### config.mk
export PLATFORM = sky130hd
export DESIGN_NAME = indirect_target_cache
export DESIGN_NICKNAME = d
export VERILOG_FILES = /design/src/rtl/indirect_target_cache.sv
export SDC_FILE = /design/constraint.sdc
export NUM_CORES = 1
export LEC_CHECK = 0
export ABC_AREA = 1
export CORE_MARGIN = 4
export CORE_UTILIZATION = 46
export CTS_BUF_LIST = sky130_fd_sc_hd__clkbuf_2
export CTS_CLUSTER_DIAMETER = 200
export DETAILED_ROUTE_END_ITERATION = 6
export SLEW_MARGIN = 20
export SYNTH_ARGS = -nofsm -noshare
export SYNTH_HDL_FRONTEND = slang
export SYNTH_SLANG_ARGS = --single-unit
### constraint.sdc
create_clock -name clk_i -period 5.4 [get_ports clk_i]
set_input_delay 1.08 -clock clk_i [delete_from_list [all_inputs] [get_ports clk_i]]
set_output_delay 1.08 -clock clk_i [all_outputs]
set_load 0.05 [all_outputs]
### src/rtl/indirect_target_cache.sv
// Indirect-jump target cache: tagged, direct-mapped, 2-bit confidence per entry.
// Trains on resolved JALR (non-return) jumps and returns a registered target
// prediction one cycle after a lookup. A flush sweeps the valid bits one entry
// per cycle.
//
// Handshake: ready_o is the single flow-control signal. Lookups and updates are
// accepted only in a cycle where ready_o is high; anything presented while it is
// low is dropped, never queued. There is no backpressure on the outputs.

package itc_pkg;
    localparam int VLEN = 32;

    typedef enum logic [2:0] {
        CF_NONE   = 3'd0,
        CF_BRANCH = 3'd1,
        CF_JUMP   = 3'd2,
        CF_JUMPR  = 3'd3,
        CF_RETURN = 3'd4
    } cf_t;

    typedef struct packed {
        logic            valid;
        logic [VLEN-1:0] pc;
        logic [VLEN-1:0] target_address;
        logic            is_mispredict;
        logic            is_taken;
        cf_t             cf_type;
    } bp_resolve_t;
endpackage

module indirect_target_cache
    import itc_pkg::*;
#(
    parameter int NR_ENTRIES = 16,
    parameter int TAG_BITS   = 8
) (
    input  logic            clk_i,
    input  logic            rst_ni,
    input  logic            flush_bp_i,
    input  logic            debug_mode_i,
    input  bp_resolve_t     resolved_branch_i,
    input  logic            lookup_valid_i,
    input  logic [VLEN-1:0] lookup_pc_i,
    output logic            ready_o,
    output logic            predict_valid_o,
    output logic [VLEN-1:0] predict_address_o
);

    localparam int IDX_BITS = $clog2(NR_ENTRIES);

    typedef enum logic {
        ST_IDLE  = 1'b0,
        ST_FLUSH = 1'b1
    } state_t;

    // Sweep FSM
    state_t              state_q, state_d;
    logic [IDX_BITS-1:0] cnt_q, cnt_d;
    logic                clr_en;

    // Table storage; only the valid bits need a reset value
    logic [NR_ENTRIES-1:0] valid_q;
    logic [TAG_BITS-1:0]   tag_q    [NR_ENTRIES];
    logic [VLEN-1:1]       target_q [NR_ENTRIES];
    logic [1:0]            conf_q   [NR_ENTRIES];

    // Lookup path
    logic [IDX_BITS-1:0] lk_idx;
    logic [TAG_BITS-1:0] lk_tag;
    logic                lk_hit;
    logic                predict_valid_q, predict_valid_d;
    logic [VLEN-1:0]     predict_address_q, predict_address_d;

    // Update path
    logic [IDX_BITS-1:0] up_idx;
    logic [TAG_BITS-1:0] up_tag;
    logic [VLEN-1:1]     up_target;
    logic                up_en;
    logic                up_hit;
    logic [VLEN-1:1]     wr_target_d;
    logic [1:0]          wr_conf_d;

    assign ready_o = (state_q == ST_IDLE) && !flush_bp_i;

    // Sweep state register
    always_ff @(posedge clk_i or negedge rst_ni) begin
        if (!rst_ni) begin
            state_q <= ST_IDLE;
            cnt_q   <= '0;
        end else begin
            state_q <= state_d;
            cnt_q   <= cnt_d;
        end
    end

    // Sweep next-state: a new flush request always restarts the walk at entry 0
    always_comb begin
        state_d = state_q;
        cnt_d   = cnt_q;
        clr_en  = 1'b0;
        case (state_q)
            ST_IDLE: begin
                if (flush_bp_i) begin
                    state_d = ST_FLUSH;
                    cnt_d   = '0;
                end
            end
            ST_FLUSH: begin
                clr_en = 1'b1;
                if (flush_bp_i) begin
                    cnt_d = '0;
                end else if (cnt_q == IDX_BITS'(NR_ENTRIES - 1)) begin
                    state_d = ST_IDLE;
                    cnt_d   = '0;
                end else begin
                    cnt_d = cnt_q + 1'b1;
                end
            end
            default: begin
                state_d = ST_IDLE;
                cnt_d   = '0;
            end
        endcase
    end

    // Lookup: compare against the table as it stands this cycle (read-before-write)
    always_comb begin
        lk_idx            = lookup_pc_i[IDX_BITS:1];
        lk_tag            = lookup_pc_i[IDX_BITS+TAG_BITS:IDX_BITS+1];
        lk_hit            = valid_q[lk_idx] && (tag_q[lk_idx] == lk_tag);
        predict_valid_d   = lookup_valid_i && ready_o && lk_hit;
        predict_address_d = predict_address_q;
        if (predict_valid_d) begin
            predict_address_d = {target_q[lk_idx], 1'b0};
        end
    end

    // Registered prediction outputs; the address holds on a miss
    always_ff @(posedge clk_i or negedge rst_ni) begin
        if (!rst_ni) begin
            predict_valid_q   <= 1'b0;
            predict_address_q <= '0;
        end else begin
            predict_valid_q   <= predict_valid_d;
            predict_address_q <= predict_address_d;
        end
    end

    assign predict_valid_o   = predict_valid_q;
    assign predict_address_o = predict_address_q;

    // Update: allocate on miss, otherwise hysteresis on the 2-bit confidence
    always_comb begin
        up_idx      = resolved_branch_i.pc[IDX_BITS:1];
        up_tag      = resolved_branch_i.pc[IDX_BITS+TAG_BITS:IDX_BITS+1];
        up_target   = resolved_branch_i.target_address[VLEN-1:1];
        up_en       = resolved_branch_i.valid && (resolved_branch_i.cf_type == CF_JUMPR)
                      && !debug_mode_i && ready_o;
        up_hit      = valid_q[up_idx] && (tag_q[up_idx] == up_tag);
        wr_target_d = up_target;
        wr_conf_d   = 2'd1;
        if (up_hit) begin
            if (target_q[up_idx] == up_target) begin
                wr_target_d = target_q[up_idx];
                wr_conf_d   = (conf_q[up_idx] == 2'd3) ? 2'd3 : conf_q[up_idx] + 2'd1;
            end else if (conf_q[up_idx] != 2'd0) begin
                wr_target_d = target_q[up_idx];
                wr_conf_d   = conf_q[up_idx] - 2'd1;
            end
        end
    end

    // Valid bits: set by allocation, cleared by the sweep (never in the same cycle)
    always_ff @(posedge clk_i or negedge rst_ni) begin
        if (!rst_ni) begin
            valid_q <= '0;
        end else begin
            if (up_en) begin
                valid_q[up_idx] <= 1'b1;
            end
            if (clr_en) begin
                valid_q[cnt_q] <= 1'b0;
            end
        end
    end

    // Entry payload write
    always_ff @(posedge clk_i) begin
        if (up_en) begin
            tag_q[up_idx]    <= up_tag;
            target_q[up_idx] <= wr_target_d;
            conf_q[up_idx]   <= wr_conf_d;
        end
    end

    // Bits of the resolution record that this table does not consume
    logic unused_bits;
    assign unused_bits = ^{resolved_branch_i.is_mispredict, resolved_branch_i.is_taken,
                           resolved_branch_i.pc[0], resolved_branch_i.pc[VLEN-1:IDX_BITS+TAG_BITS+1],
                           resolved_branch_i.target_address[0],
                           lookup_pc_i[0], lookup_pc_i[VLEN-1:IDX_BITS+TAG_BITS+1]};

endmodule
==> qor.yml, run 1 <==
run_status:
  status: "finished, final reports clean"
finish:
  final_area_sq_um: 39700
  fillers: 7142
  most-common-layout-cells: "nand2_1 (1,360), edfxtp_1 (656), o21ai_0 (514)"
  area_growth_pct: 11.8
  stdcell_count: 5323
  final_layout_size_suffix_gt1_share_pct: 10.4
  final_nets: 4259
  final_common_cell: "nand2_1"
yosys:
  synth_area_per_cell_sq_um: 8.83
  syn-cell-area_sq_um: 35500
  synth_cell_types: 34
  synth_area_leaders: "edfxtp_1 (55%), nand2_1 (14%), o21ai_0 (7.2%)"
  syn_inst: 4020
  synth.top_cell.area_share_pct: 55.5
  synth_top_cell_by_area: "edfxtp_1"
  syn_nets: 4131
  synth-seq-cells: 709
  ys_seq_area_share_pct: 59.2
  synth_warnings: 0
sta:
  setup_tns_ps: 0
  slew_headroom_pct: 23.2
  final-max-slew-violation-count: 0
  skew_ps: 101
  hold_viol_final: 0
  rsz0062_at_grt: "no"
  fin_crit_sh_pct: 76.4
  setup_violations: 0
  tightest_slew_ps: 1140
  min_period_ps: 4120
  max_freq_mhz: 243
pwr:
  cellLeakagePower_nw: 16.0
  peakVddDrop_mv: 0.151
  power.density_nw_per_um2: 273
grt:
  antenna_found_initial: 5
  use_met3_pct: 5.57
  met2_usage_pct: 45.8
  grt_pass1_wl_mm: 175
  grt.total_usage_pct: 28.5
  grt_pass1_vias: 28800
  gr-total-overflow: 0
  grt_max_degree: 198
  met1_usage_pct: 38.5
  top_usage_layer: "met2"
clock_tree:
  clock_path_buffers: 3
  cts_buffers: 187
  cts_tree: "done"
  cts_resized: 0
  htree_levels: 4
  cts_num_sinks: 709
  clk_latency_ps: 1420
  root_buffer: "clkbuf_2"
  path_clk_slew_ps: 100
die:
  fp.dieW_um: 286
  start_util_pct: 46.6
  io_pins: 141
  fp.coreArea_sq_um: 76200
  rows: 101
  die_h_um: 286
  dieArea_sq_um: 81700
detailed_routing:
  viasPerCell: 5.69
  ant_nets: 0
  dr.pass1.iters: 7
  wire_per_inst_um: 22.2
  totalWireLength_mm: 118
  drc: 0
  drt-initial-drc-count: 3252
  vias: 30300
run:
  cap_violations: 0
worst_setup_path:
  crit_fanout: 7
  critPathRequiredTime_ps: 4320
  cp.arrival_ps: 3040
  cpPeakStageDelay_ps: 880
  crit_type: "reg2out"
  crit_path_start_kind: "flop"
  cp_cell_sequence: "nor2_1 -> clkdlybuf4s50_1"
  endpoint_kind: "output pin"
  critPathSlowestCell: "clkdlybuf4s50_1"
placement:
  place_inst: 4987
  dp_hpwl_mm: 62.7
  globalplace.congestion: 0.800
  placed_area_sq_um: 38000
  place.port_buffers: 96
min_path:
  worstHoldPathType: "in2async"
==> cell type report <==
class	instances	area, sq um	area share [%]
clock inverter	61	327	0.823
timing repair buffer	202	2140	5.40
multi-input combinational	2827	12700	32.0
antenna	4	10.0	0.0252
tap	1030	1290	3.25
inverter	221	846	2.13
clock buffer	269	1350	3.39
sequential	709	21000	53.0
==> final timing paths <==
path,slack [ps],cells past startpoint,start,to
min reg2reg,500,2,predict_address_o[4],predict_address_o[4]
min in group clk_i,340,2,flush_bp_i,cnt_q[2]
max in group asynchronous,4510,3,rst_ni,predict_address_o[16]
max reg2reg,2230,9,valid_q[15],target_q[5][8]
min,330,3,rst_ni,predict_address_o[8]
max,1280,2,state_q,ready_o
==> where the power goes <==
| part | switching (mW) | total, mW | internal (mW) |
|---|---|---|---|
| Sequential | 0.00288 | 6.00 | 5.99 |
| Clock | 2.27 | 3.72 | 1.45 |
| Combinational | 0.815 | 1.13 | 0.318 |
| Total | 3.09 | 10.8 | 7.76 |
==> worst max-delay path: cells and delay by family, from the launching register on <==
| family | cells | cell delay [ps] |
|---|---|---|
| DFF | 1 | 470 |
| buffers and inverters | 1 | 880 |
| and+or+nand+nor | 1 | 310 |
==> per-layer routing <==
metal  wire length, um  up-vias
li1                  -    14000
met1             47900    14200
met2             54400     1710
met3             12300      273
met4              3760        4
met5                27        -
==> through the flow <==
stage	worst slack, ps	util, %	power (mW)	hold slack (ps)
after floorplan	855	-	6.79	518
after global placement	714	49.8	7.23	477
after detailed placement	696	49.8	7.23	484
after CTS	1090	52.1	10.9	195
after global routing	1050	52.1	11.4	249
final	1280	52.1	10.8	335
==> state kept, by name (all words and copies together) (netlist names) <==
signal	cells
predict_address_o	31
tag_q	128
target_q	496
predict_valid_o	1
conf_q	32
state_q	1
valid_q	16
cnt_q	4
==> cell usage after synthesis (all sizes together) <==
| cell type | instances |
|---|---|
| nand2 | 1364 |
| edfxtp | 656 |
| o21ai | 534 |
| nor2 | 436 |
| inv | 221 |
| clkbuf | 170 |
| a21oi | 110 |
| nand3 | 105 |
| buf | 93 |
| o221ai | 76 |
| o211ai | 61 |
| dfrtp | 53 |
| nor3 | 53 |
| o22ai | 44 |
| a22oi | 17 |
| nand4 | 6 |
| ha | 4 |
| o21bai | 4 |
| a31oi | 3 |
| or2 | 3 |
| xor2 | 3 |
| conb | 1 |
| nor3b | 1 |
| o32ai | 1 |
| xnor2 | 1 |
==> repair_timing <==
action                                 CTS  global route
endpoints found under the hold margin   53             0
setup buffers                            0             0
hold buffers                             2             0
==> logic make-up (layout without fill, tap and decap cells) <==
family | count (synthesis) | in the layout | synth area share, %
AOI/OAI and AO/OA | 850 | 850 | 13.6
buffers and inverters | 484 | 753 | 5.48
xor gates and xnor gates | 4 | 4 | 0.0987
and+or+nand+nor | 1968 | 1968 | 21.5
DFF | 709 | 709 | 59.2
adders and majority gates | 4 | 4 | 0.141
other | 1 | 5 | 0.0106
Power figures use the tool's default switching activity.
==> inputs of run 2 (changes only) <==
- clock period: 5.4 -> 4.25 ns (I/O delays scaled with it)
==> run 2 against run 1 <==
Net effect:
- the run now ends with design-rule violations left
- sequential power up 27%
- count of clock-buffer cells in the layout is 1 higher
- critical path depth up 2
- largest cell class unchanged
- largest power group unchanged
==> qor.yml, run 2 (synthesized netlist as in run 1, its figures left out) <==
clock_tree:
  cts_tree: "done"  # unchanged
  cts_buffers: 185  # was 187
  clock_path_buffers: 3  # unchanged
  path_clk_slew_ps: 100  # about the same
  cts_num_sinks: 709  # unchanged
  clk_latency_ps: 1440  # was 1420 ps
  htree_levels: 4  # unchanged
  root_buffer: "clkbuf_2"  # unchanged
die:
  die_h_um: 286  # unchanged
  fp.coreArea_sq_um: 76200  # unchanged
  start_util_pct: 46.6  # unchanged
  io_pins: 141  # unchanged
  rows: 101  # unchanged
  fp.dieW_um: 286  # unchanged
  dieArea_sq_um: 81700  # unchanged
worst_setup_path:
  critPathSlowestCell: "clkdlybuf4s50_1"  # unchanged
  cpPeakStageDelay_ps: 890  # was 880 ps
  crit_fanout: 5  # was 7
  endpoint_kind: "output pin"  # unchanged
  cp_cell_sequence: "dlygate4sd3_1 -> clkdlybuf4s50_1 -> nor2_1 -> clkdlybuf4s50_1"  # was nor2_1 -> clkdlybuf4s50_1
  crit_path_start_kind: "input port"  # was flop
  critPathMostFrequentCell: "clkdlybuf4s50_1"
  critPathRequiredTime_ps: 3400  # was 4320 ps
  cp.arrival_ps: 3130  # was 3040 ps
  crit_type: "in2out"  # was reg2out
detailed_routing:
  drt-initial-drc-count: 3173  # was 3,252
  totalWireLength_mm: 118  # about the same
  dr.pass1.iters: 7  # unchanged
  drc: 2  # was 0
  viasPerCell: 5.69  # about the same
  wire_per_inst_um: 22.1  # was 22.2 um
  ant_nets: 0  # unchanged
  vias: 30500  # was 30,300
grt:
  grt_pass1_vias: 28700  # was 28,800
  antenna_found_initial: 3  # was 5
  gr-total-overflow: 0  # unchanged
  grt.total_usage_pct: 28.4  # was 28.5%
  grt_pass1_wl_mm: 175  # about the same
  grt_max_degree: 159  # was 198
finish:
  final_nets: 4298  # was 4,259
  largest_reg_flops: 496  # unchanged
  area_growth_pct: 12.5  # was 11.8%
  final_common_cell: "nand2_1"  # unchanged
  most-common-layout-cells: "nand2_1 (1,360), edfxtp_1 (656), o21ai_0 (514)"  # unchanged
  final_layout_size_suffix_gt1_share_pct: 11.3  # was 10.4%
  fin_util_pct: 52.4  # was 52.1%
  top_register: "target_q"  # unchanged
  fillers: 7137  # was 7,142
  reg.largest.list: "target_q x496, tag_q x128, conf_q x32"  # unchanged
placement:
  pre_cts_ws_ps: 7.56  # was 696 ps
  globalplace.congestion: 0.830  # was 0.800
  dp_hpwl_mm: 65.0  # was 62.7 mm
  place.port_buffers: 96  # unchanged
run_status:
  violations: "design-rule violations"
  status: "finished, violations left"  # was finished, final reports clean
sta:
  rsz0062_at_grt: "no"  # unchanged
  min_period_ps: 3980
  setup_violations: 0  # unchanged
  tightest_slew_ps: 1230  # was 1140 ps
  max_freq_mhz: 251
  skew_ps: 126  # was 101 ps
  holdWs_ps: 172  # was 335 ps
  slew_headroom_pct: 18.0  # was 23.2%
  final-max-slew-violation-count: 0  # unchanged
  hold_viol_final: 0  # unchanged
  timing.final.ws_setup_ps: 273  # was 1280 ps
  fin_crit_sh_pct: 93.6
pwr:
  peakVddDrop_mv: 0.182  # was 0.151 mV
  power_mw: 14.0  # was 10.8 mW
  cellLeakagePower_nw: 16.2  # was 16.0 nW
  power.density_nw_per_um2: 349  # was 273 nW/um^2
min_path:
  worstHoldPathType: "in2reg"  # was in2async
run:
  cap_violations: 0  # unchanged
## run 2: cell types whose count changed in the layout (fill, tap and decap cells not counted), moves of 2 or more
cell,before,now
o21ai_1,18,16
clkinv_1,40,36
inv_6,4,8
inv_2,7,4
buf_12,31,22
o21ai_2,2,4
diode_2,4,7
buf_4,75,124
## run 2: area by class of cell
class | count | area [sq um] | share of cell area, %
Antenna cell | 7 | 17.5 | 0.0439
Clock buffer | 270 | 1350 | 3.38
Clock inverter | 58 | 357 | 0.893
Inverter | 221 | 846 | 2.12
Multi-Input combinational cell | 2827 | 12700 | 31.8
Sequential cell | 709 | 21000 | 52.6
Tap cell | 1030 | 1290 | 3.23
Timing Repair Buffer | 243 | 2340 | 5.86
## run 2: worst paths after layout
| check | from | to | slack, ps | cells after the start |
|---|---|---|---|---|
| max in group asynchronous | rst_ni | cnt_q[1] | 3250 | 4 |
| max reg2reg | valid_q[15] | target_q[7][21] | 1180 | 9 |
| min reg2reg | predict_address_o[16] | predict_address_o[16] | 500 | 2 |
| min in group asynchronous | rst_ni | predict_address_o[14] | 510 | 4 |
| max | flush_bp_i | ready_o | 270 | 4 |
| min | resolved_branch_i[49] | tag_q[4][7] | 170 | 1 |
## run 2: worst max-delay path, delay by kind of cell
kind | cells | cell delay [ps]
simple gates | 1 | 370
buf+inv | 3 | 1910
## run 2: routing by layer
metal	global-route usage (%)	wire length, um	vias up
met2	45.7	54600	1606
met1	39.4	49200	14600
li1	-	-	14100
met5	0	0	-
met3	5.07	11400	233
met4	9.16	3170	0
## run 2: timing repair
action | CTS | global route
buffers inserted | 0 | 0
endpoints found under the hold margin | 33 | 0
hold buffers | 4 | 0
gates resized for setup | 0 | 0
## run 2: through the flow
stage | std cells | TNS, ps | instance area [sq um]
floorplan | 4020 | -42740 | 35500
global placement | 5026 | -221 | 38200
detailed placement | 5026 | 0 | 38200
CTS | 5358 | 0 | 39900
global route | 5363 | 0 | 39900
finish | 5365 | 0 | 39900
## run 2: report_power, final
group | switching, mW | internal, mW
clock | 2.93 | 1.92
combinational | 1.06 | 0.430
sequential | 0.00357 | 7.61
